--- config.mk ---
export PLATFORM = sky130hd
export DESIGN_NAME = emmc_traffic_gen_flat
export DESIGN_NICKNAME = d
export VERILOG_FILES = /design/src/rtl/emmc_traffic_gen_if.sv /design/src/rtl/emmc_traffic_gen.sv /design/src/flat_wrapper.sv
export SDC_FILE = /design/constraint.sdc
export NUM_CORES = 1
export LEC_CHECK = 0
export ABC_AREA = 1
export BUFFER_PORTS_ARGS = -buffer_cell sky130_fd_sc_hd__buf_4
export CORE_MARGIN = 2
export CORE_UTILIZATION = 45
export CTS_CLUSTER_SIZE = 24
export DETAILED_ROUTE_END_ITERATION = 7
export GPL_ROUTABILITY_DRIVEN = 0
export GPL_TIMING_DRIVEN = 0
export PLACE_DENSITY = 0.74
export SETUP_SLACK_MARGIN = 0.4
export SLEW_MARGIN = 20
export SYNTH_ARGS = -nofsm -noshare
export SYNTH_HDL_FRONTEND = slang
export SYNTH_SLANG_ARGS = --single-unit
--- constraint.sdc ---
create_clock -name clk_i -period 18.2 [get_ports clk_i]
set_clock_uncertainty 0.2 [all_clocks]
set_input_delay 0 -clock clk_i [delete_from_list [all_inputs] [get_ports clk_i]]
set_output_delay 0 -clock clk_i [all_outputs]
set_load 0.05 [all_outputs]
--- src/rtl/emmc_traffic_gen_if.sv ---
// emmc_traffic_gen_if: user-port bundle between the traffic generator and emmc_sm.
//  master (generator): drives we_o, start_o, blk_cnt_o, dat_o; receives dat_i, dvalid_i, ready_i.
//  slave  (emmc_sm side / bench model): the mirror image.
interface emmc_traffic_gen_if #(
  parameter int unsigned DAT_W = 8
) ();
  logic             we_o;
  logic             start_o;
  logic [31:0]      blk_cnt_o;
  logic [DAT_W-1:0] dat_o;
  logic [DAT_W-1:0] dat_i;
  logic             dvalid_i;
  logic             ready_i;

  modport master (
    output we_o, start_o, blk_cnt_o, dat_o,
    input  dat_i, dvalid_i, ready_i
  );

  modport slave (
    input  we_o, start_o, blk_cnt_o, dat_o,
    output dat_i, dvalid_i, ready_i
  );
endinterface

--- src/rtl/emmc_traffic_gen.sv ---
// emmc_traffic_gen: write/read-back traffic generator and checker for the emmc_sm user port.
//  Each pass writes BLK_CNT*BLK_BYTES beats of a known pattern, reads them back and
//  counts mismatching beats. Reports pass/fail, error count, first failing beat and watchdog timeout.
// Ports:
//  clk_i, arst_i          clock, async active-high reset
//  go_i                   rising edge in IDLE starts a run; low in DONE returns to IDLE
//  mode_i                 0/3 write+verify, 1 write only, 2 read/verify only (sampled at run start)
//  bus (master)           we_o, start_o, blk_cnt_o, dat_o out; dat_i, dvalid_i, ready_i in
//  busy_o, done_o, pass_o, timeout_o, err_cnt_o, first_err_addr_o, pass_cnt_o  run status
// The LFSR pattern is the 8-bit polynomial x^8+x^6+x^5+x^4+1 on the low byte; DAT_W must be >= 8.
module emmc_traffic_gen #(
  parameter int unsigned      DAT_W       = 8,
  parameter int unsigned      BLK_BYTES   = 512,
  parameter int unsigned      BLK_CNT     = 1,
  parameter int unsigned      PATTERN     = 0,
  parameter logic [DAT_W-1:0] SEED        = DAT_W'(1),
  parameter int unsigned      N_PASSES    = 1,
  parameter int unsigned      TIMEOUT_CYC = 2**20
) (
  input  logic                clk_i,
  input  logic                arst_i,
  input  logic                go_i,
  input  logic [1:0]          mode_i,
  emmc_traffic_gen_if.master  bus,
  output logic                busy_o,
  output logic                done_o,
  output logic                pass_o,
  output logic                timeout_o,
  output logic [31:0]         err_cnt_o,
  output logic [31:0]         first_err_addr_o,
  output logic [15:0]         pass_cnt_o
);

  localparam int unsigned TOTAL   = BLK_CNT * BLK_BYTES;
  localparam logic [31:0] LAST_BT = 32'(TOTAL - 1);
  localparam logic [31:0] WD_LAST = 32'(TIMEOUT_CYC - 1);

  typedef enum logic [3:0] {
    S_IDLE, S_WR_CMD, S_WR_DAT, S_WR_END,
    S_RD_CMD, S_RD_DAT, S_RD_END, S_NEXT, S_DONE
  } state_t;

  state_t           state_q, state_d;
  logic             go_prev_q, go_prev_d;
  logic [1:0]       mode_q, mode_d;
  logic             start_q, start_d;
  logic             we_q, we_d;
  logic [DAT_W-1:0] dat_q, dat_d;
  logic [DAT_W-1:0] exp_q, exp_d;
  logic [31:0]      beat_q, beat_d;
  logic [31:0]      wd_q, wd_d;
  logic [31:0]      run_pass_q, run_pass_d;
  logic             busy_q, busy_d;
  logic             done_q, done_d;
  logic             pass_q, pass_d;
  logic             timeout_q, timeout_d;
  logic [31:0]      err_q, err_d;
  logic [31:0]      first_q, first_d;
  logic [15:0]      pass_cnt_q, pass_cnt_d;
  logic             wait_st;

  // Next pattern value: 8-bit Fibonacci LFSR or wrapping increment.
  function automatic logic [DAT_W-1:0] pat_step(input logic [DAT_W-1:0] v);
    logic [7:0] l;
    l = v[7:0];
    if (PATTERN == 1) return DAT_W'({l[6:0], l[7] ^ l[5] ^ l[4] ^ l[3]});
    return v + DAT_W'(1);
  endfunction

  // Next-state and registered-output computation.
  always_comb begin
    state_d    = state_q;
    go_prev_d  = go_i;
    mode_d     = mode_q;
    dat_d      = dat_q;
    exp_d      = exp_q;
    beat_d     = beat_q;
    wd_d       = wd_q + 32'd1;
    run_pass_d = run_pass_q;
    timeout_d  = timeout_q;
    err_d      = err_q;
    first_d    = first_q;
    pass_cnt_d = pass_cnt_q;
    we_d       = we_q;

    wait_st = (state_q != S_IDLE) && (state_q != S_NEXT) && (state_q != S_DONE);

    case (state_q)
      S_IDLE: begin
        if (go_i && !go_prev_q) begin
          mode_d     = mode_i;
          timeout_d  = 1'b0;
          err_d      = '0;
          first_d    = '1;
          pass_cnt_d = '0;
          run_pass_d = '0;
          state_d    = (mode_i == 2'd2) ? S_RD_CMD : S_WR_CMD;
        end
      end
      S_WR_CMD: if (bus.ready_i) state_d = S_WR_DAT;
      S_WR_DAT: begin
        if (bus.ready_i) begin
          wd_d   = '0;
          dat_d  = pat_step(dat_q);
          beat_d = beat_q + 32'd1;
          if (beat_q == LAST_BT) state_d = S_WR_END;
        end
      end
      S_WR_END: if (bus.ready_i && !start_q) state_d = (mode_q == 2'd1) ? S_NEXT : S_RD_CMD;
      S_RD_CMD: if (bus.ready_i) state_d = S_RD_DAT;
      S_RD_DAT: begin
        if (bus.dvalid_i) begin
          wd_d   = '0;
          exp_d  = pat_step(exp_q);
          beat_d = beat_q + 32'd1;
          if (bus.dat_i != exp_q) begin
            if (err_q != '1) err_d = err_q + 32'd1;
            if (first_q == '1) first_d = beat_q;
          end
          if (beat_q == LAST_BT) state_d = S_RD_END;
        end
      end
      S_RD_END: if (bus.ready_i && !start_q) state_d = S_NEXT;
      S_NEXT: begin
        pass_cnt_d = pass_cnt_q + 16'd1;
        run_pass_d = run_pass_q + 32'd1;
        if ((N_PASSES != 0 && (run_pass_q + 32'd1) == 32'(N_PASSES)) ||
            (N_PASSES == 0 && (!go_i || err_q != '0)))
          state_d = S_DONE;
        else
          state_d = (mode_q == 2'd2) ? S_RD_CMD : S_WR_CMD;
      end
      S_DONE: if (!go_i) state_d = S_IDLE;
      default: state_d = S_IDLE;
    endcase

    // Watchdog: any wait state stalled too long aborts the run.
    if (wait_st && wd_q == WD_LAST) begin
      timeout_d = 1'b1;
      state_d   = S_DONE;
    end
    if (!wait_st || state_d != state_q) wd_d = '0;

    // Pattern and beat index restart at the start of every write and read phase.
    if (state_d == S_WR_CMD && state_q != S_WR_CMD) begin
      dat_d  = SEED;
      beat_d = '0;
    end
    if (state_d == S_RD_CMD && state_q != S_RD_CMD) begin
      exp_d  = SEED;
      beat_d = '0;
    end

    case (state_d)
      S_WR_CMD, S_WR_DAT, S_WR_END: we_d = 1'b1;
      S_RD_CMD, S_RD_DAT, S_RD_END: we_d = 1'b0;
      default:                      we_d = we_q;
    endcase

    start_d = (state_d == S_WR_CMD) || (state_d == S_RD_CMD);
    busy_d  = (state_d != S_IDLE) && (state_d != S_DONE);
    // done holds through IDLE until the next run leaves IDLE.
    done_d  = (state_d == S_DONE) || (done_q && state_d == S_IDLE);
    pass_d  = done_d && (err_d == '0) && !timeout_d;
  end

  // State and output registers.
  always_ff @(posedge clk_i or posedge arst_i) begin
    if (arst_i) begin
      state_q    <= S_IDLE;
      go_prev_q  <= 1'b0;
      mode_q     <= 2'd0;
      start_q    <= 1'b0;
      we_q       <= 1'b0;
      dat_q      <= SEED;
      exp_q      <= SEED;
      beat_q     <= '0;
      wd_q       <= '0;
      run_pass_q <= '0;
      busy_q     <= 1'b0;
      done_q     <= 1'b0;
      pass_q     <= 1'b0;
      timeout_q  <= 1'b0;
      err_q      <= '0;
      first_q    <= '1;
      pass_cnt_q <= '0;
    end else begin
      state_q    <= state_d;
      go_prev_q  <= go_prev_d;
      mode_q     <= mode_d;
      start_q    <= start_d;
      we_q       <= we_d;
      dat_q      <= dat_d;
      exp_q      <= exp_d;
      beat_q     <= beat_d;
      wd_q       <= wd_d;
      run_pass_q <= run_pass_d;
      busy_q     <= busy_d;
      done_q     <= done_d;
      pass_q     <= pass_d;
      timeout_q  <= timeout_d;
      err_q      <= err_d;
      first_q    <= first_d;
      pass_cnt_q <= pass_cnt_d;
    end
  end

  assign bus.we_o         = we_q;
  assign bus.start_o      = start_q;
  assign bus.blk_cnt_o    = 32'(BLK_CNT);
  assign bus.dat_o        = dat_q;
  assign busy_o           = busy_q;
  assign done_o           = done_q;
  assign pass_o           = pass_q;
  assign timeout_o        = timeout_q;
  assign err_cnt_o        = err_q;
  assign first_err_addr_o = first_q;
  assign pass_cnt_o       = pass_cnt_q;

endmodule
--- src/flat_wrapper.sv ---
// flat-port wrapper written by rule: the top's interface ports become plain ports
module emmc_traffic_gen_flat 
#(
  parameter int unsigned      DAT_W       = 8,
  parameter int unsigned      BLK_BYTES   = 512,
  parameter int unsigned      BLK_CNT     = 1,
  parameter int unsigned      PATTERN     = 0,
  parameter logic [DAT_W-1:0] SEED        = DAT_W'(1),
  parameter int unsigned      N_PASSES    = 1,
  parameter int unsigned      TIMEOUT_CYC = 2**20
)
  (clk_i, arst_i, go_i, mode_i, busy_o, done_o, pass_o, timeout_o, err_cnt_o, first_err_addr_o, pass_cnt_o, bus_we_o, bus_start_o, bus_blk_cnt_o, bus_dat_o, bus_dat_i, bus_dvalid_i, bus_ready_i);
  emmc_traffic_gen_if #(.DAT_W(DAT_W)) bus_i ();
  input  logic clk_i;
  input  logic arst_i;
  input  logic go_i;
  input  logic [1:0] mode_i;
  output logic busy_o;
  output logic done_o;
  output logic pass_o;
  output logic timeout_o;
  output logic [31:0] err_cnt_o;
  output logic [31:0] first_err_addr_o;
  output logic [15:0] pass_cnt_o;
  output wire logic [$bits(bus_i.we_o)-1:0] bus_we_o;
  output wire logic [$bits(bus_i.start_o)-1:0] bus_start_o;
  output wire logic [$bits(bus_i.blk_cnt_o)-1:0] bus_blk_cnt_o;
  output wire logic [$bits(bus_i.dat_o)-1:0] bus_dat_o;
  input wire logic [$bits(bus_i.dat_i)-1:0] bus_dat_i;
  input wire logic [$bits(bus_i.dvalid_i)-1:0] bus_dvalid_i;
  input wire logic [$bits(bus_i.ready_i)-1:0] bus_ready_i;
  assign bus_we_o = bus_i.we_o;
  assign bus_start_o = bus_i.start_o;
  assign bus_blk_cnt_o = bus_i.blk_cnt_o;
  assign bus_dat_o = bus_i.dat_o;
  assign bus_i.dat_i = bus_dat_i;
  assign bus_i.dvalid_i = bus_dvalid_i;
  assign bus_i.ready_i = bus_ready_i;
  emmc_traffic_gen #(.DAT_W(DAT_W), .BLK_BYTES(BLK_BYTES), .BLK_CNT(BLK_CNT), .PATTERN(PATTERN), .SEED(SEED), .N_PASSES(N_PASSES), .TIMEOUT_CYC(TIMEOUT_CYC)) u_core (.clk_i(clk_i), .arst_i(arst_i), .go_i(go_i), .mode_i(mode_i), .bus(bus_i), .busy_o(busy_o), .done_o(done_o), .pass_o(pass_o), .timeout_o(timeout_o), .err_cnt_o(err_cnt_o), .first_err_addr_o(first_err_addr_o), .pass_cnt_o(pass_cnt_o));
endmodule
==> flow_summary.json <==
{
  "synth_fa_ha_area_share_pct": 0.764,
  "antenna_left": 0,
  "drt_iter0_drc": 1299,
  "cts_tree": "done",
  "clk_path_buf_depth": 3,
  "vias": 12883,
  "use_met1_pct": 31.6,
  "cp_max_fo": 10,
  "cts.repair.resized": 0,
  "crit_top_cell": "nand2_1",
  "place_hpwl_um": 26600,
  "yosysMostFrequentCell": "nand2_1",
  "n_antenna_cell": 0,
  "antenna_found_initial": 0,
  "grt_pass1_vias": 11964,
  "drt_wl_total_um": 36000,
  "dieArea_mm2": 0.0305,
  "final_nets": 2055,
  "use_met2_pct": 39.4,
  "netlist_top_cells_count": "nand2_1 (517), nor2_1 (252), inv_1 (208), dfrtp_1 (171), nand3_1 (161)",
  "grt_max_degree": 93,
  "synth_top_family_by_area": "simple AND/OR/NAND/NOR gates",
  "min_path_type": "in -> reg",
  "max_cap_viol_count": 0,
  "clk_latency_ns": 0.54,
  "synthCells": 1859,
  "worstPathArrival_ns": 3.69,
  "muxShareOfSynthArea_pct": 0.382,
  "layout_min_cycle_time_ns": 3.45,
  "netlist_top_cells_area": "dfrtp_1 (33%), nand2_1 (15%), nor2_1 (7.2%)",
  "leakage_nw": 7.34,
  "numCtsBuffers": 24,
  "die_h_um": 175,
  "ys_async_sr_fraction_pct": 100,
  "grt-busiest-layer": "met2",
  "grt_setup_unrepaired": "false",
  "clockRootBuffer": "clkbuf_16",
  "fmax_mhz": 290,
  "cts_sinks": 205,
  "seq_area_frac_synth_pct": 39.5,
  "synth-edff-count": 0,
  "grt_pass1_wl_um": 59000,
  "critPathRequiredTime_ns": 18.43,
  "drive_gt1_share_pct": 15.1,
  "synth_xor_area_share_pct": 4.01,
  "initial_core_util_pct": 45.6,
  "synth_area_leader_cell": "dfrtp_1",
  "fp-row-count": 62,
  "vias_per_cell": 5.29,
  "grt.total_usage_pct": 23.4,
  "crit_path_top_delay_cell": "nor3_2",
  "cts_setup_buffers": 0,
  "cts-htree-levels": 1,
  "period_share_pct": 19.0,
  "ir_drop_mv": 0.0865,
  "synth-simple-area-share_pct": 38.5,
  "syn_avg_cell_area_um2": 7.05,
  "path_buf_inv": 5,
  "slowest_delay_ns": 0.51,
  "wl_per_cell_um": 14.8,
  "powerDensity_mw_per_mm2": 152,
  "fin_util_pct": 54.1,
  "power_mw": 2.35,
  "fillers": 2735,
  "synth_compound_area_share_pct": 6.83,
  "fin_tns_setup_ns": 0,
  "grt_overflow": 0,
  "final_cells": 2434,
  "status": "finished clean",
  "slew_headroom_pct": 43.6,
  "hold_violations": 0,
  "start_kind": "register",
  "synth.top_cell.area_share_pct": 32.7,
  "synth-main-ff-cell": "dfrtp_1",
  "end_kind": "register",
  "report.final.slew_viol_count": 0,
  "netlist_area_mm2": 0.0131,
  "clk_pin_slew_ns": 0.06,
  "cpLargestDelayFamily": "simple AND/OR/NAND/NOR gates",
  "ys_warn_count": 0,
  "drt-pass1-iter-count": 6,
  "placedCellCount": 2382,
  "synth_seq_cells": 205,
  "area_delta_synth_final_pct": 18.5,
  "worstMarginPinSlew_ns": 0.846,
  "crit_type": "reg -> reg",
  "yosysUniqueCellTypes": 50,
  "num_io_pins": 141,
  "finalSetupViolations": 0,
  "drcViolationCount": 0,
  "whs_ns": 0.0904,
  "numPortBuffers": 107,
  "crit_chain": "inv_2 > nand2_1 > nor3_2 > inv_2 > nand2_1 > inv_1 > clkbuf_1 > nor2_1 > nand2_1 > clkbuf_1 > o21ai_0",
  "use_met3_pct": 3.13,
  "core_mm2": 0.0287,
  "die_w_um": 175
}
[where the power goes]
| group | total (mW) | switching, mW | internal (mW) | leakage (nW) |
|---|---|---|---|---|
| clock network | 0.529 | 0.196 | 0.333 | 0.431 |
| registers | 0.719 | 0.123 | 0.596 | 2.70 |
| logic | 1.10 | 0.784 | 0.321 | 4.21 |
| total | 2.35 | 1.10 | 1.25 | 7.34 |
[through the flow]
step / instance area [um^2] / setup WS [ns]
2_1_floorplan: 13200 / 12.46
3_3_place_gp: 14500 / 9.98
3_5_place_dp: 14600 / 14.80
4_1_cts: 15500 / 14.75
5_1_grt: 15500 / 14.50
6_report: 15500 / 14.75
[cell families (layout without fill, tap and decap cells)]
logic type | count (synthesis) | in the layout
AO/OA/AOI/OAI | 165 | 165
XOR/XNOR | 60 | 60
adder cells (fa/ha/maj) | 8 | 8
buffers and inverters | 294 | 455
flip-flops | 205 | 205
multiplexers | 5 | 5
other | 2 | 32
AND/OR/NAND/NOR | 1120 | 1120
[cells in the final DEF (no fill, tap or decap), types with 4 or more instances in the layout]
cell type / count
nor4_1: 20
conb_1: 32
clkbuf_8: 8
nor3_1: 30
nor2_4: 5
buf_4: 139
nand4_1: 56
buf_2: 5
nand2_1: 517
or2_2: 9
nor2_1: 252
a21oi_1: 29
xor2_1: 45
dfstp_2: 34
buf_6: 8
inv_1: 207
clkbuf_1: 35
inv_2: 4
nand3_2: 5
nand3_1: 161
nand2_2: 5
dfrtp_1: 171
o22ai_1: 20
mux2i_1: 5
clkbuf_16: 24
xnor2_1: 15
nor2_2: 13
nand3b_1: 6
ha_1: 8
bufinv_16: 4
nor3_2: 31
dlygate4sd3_1: 8
o21ai_0: 97
[worst paths after layout]
kind | start | slack [ns] | end | depth (start not counted)
setup / recovery | u_core.state_q[3]$_DFF_PP0_ | 14.75 | u_core.first_err_addr_o[25]$_DFFE_PP1P_ | 11
hold / removal | mode_i[1] | 0.09 | u_core.mode_q[1]$_DFFE_PP0P_ | 4
setup reg to reg | u_core.state_q[3]$_DFF_PP0_ | 14.75 | u_core.first_err_addr_o[25]$_DFFE_PP1P_ | 11
hold reg to reg | u_core.pass_cnt_o[15]$_DFFE_PP0P_ | 0.29 | u_core.pass_cnt_o[15]$_DFFE_PP0P_ | 1
max in group asynchronous | arst_i | 16.56 | u_core.wd_q[15]$_DFF_PP0_ | 5
min in group asynchronous | arst_i | 0.45 | u_core.exp_q[4]$_DFFE_PP0P_ | 4
[metal layers]
layer	share of wire [%]	vias up
met3	6.3	84
met1	44	6029
li1	-	6290
met5	0	-
met2	47	480
met4	2.9	0
[final cells by class]
type	count	area, um^2	area share, %
multi-input combinational	1390	6740	43.4
buffer	79	494	3.18
inverter	215	816	5.26
tap	384	480	3.10
timing repair buffer	117	938	6.05
sequential	205	5170	33.3
clock buffer	37	729	4.70
clock inverter	7	150	0.967
[state kept, by name, indices dropped and copies added (netlist names)]
| name | flops |
|---|---|
| u_core.exp_q | 8 |
| u_core.first_err_addr_o | 32 |
| u_core.busy_o | 1 |
| u_core.state_q | 4 |
| u_core.run_pass_q | 32 |
| u_core.bus.we_o | 1 |
| u_core.pass_cnt_o | 16 |
| u_core.wd_q | 32 |
| u_core.beat_q | 32 |
| u_core.mode_q | 2 |
| u_core.done_o | 1 |
| u_core.timeout_o | 1 |
| u_core.go_prev_q | 1 |
| u_core.bus.start_o | 1 |
| u_core.err_cnt_o | 32 |
| u_core.pass_o | 1 |
| u_core.bus.dat_o | 8 |
[timing repair]
action	CTS	global route
setup endpoints to repair	0	0
hold buffers	8	0
endpoints found under the hold margin	229	0
[tightest hold or removal path, delay by kind of cell]
kind	cells	cell delay (ns)
buf+inv	2	0.65
compound gates	1	0.07
simple gates	1	0.05
No activity file was read; power rests on OpenSTA's default activity.
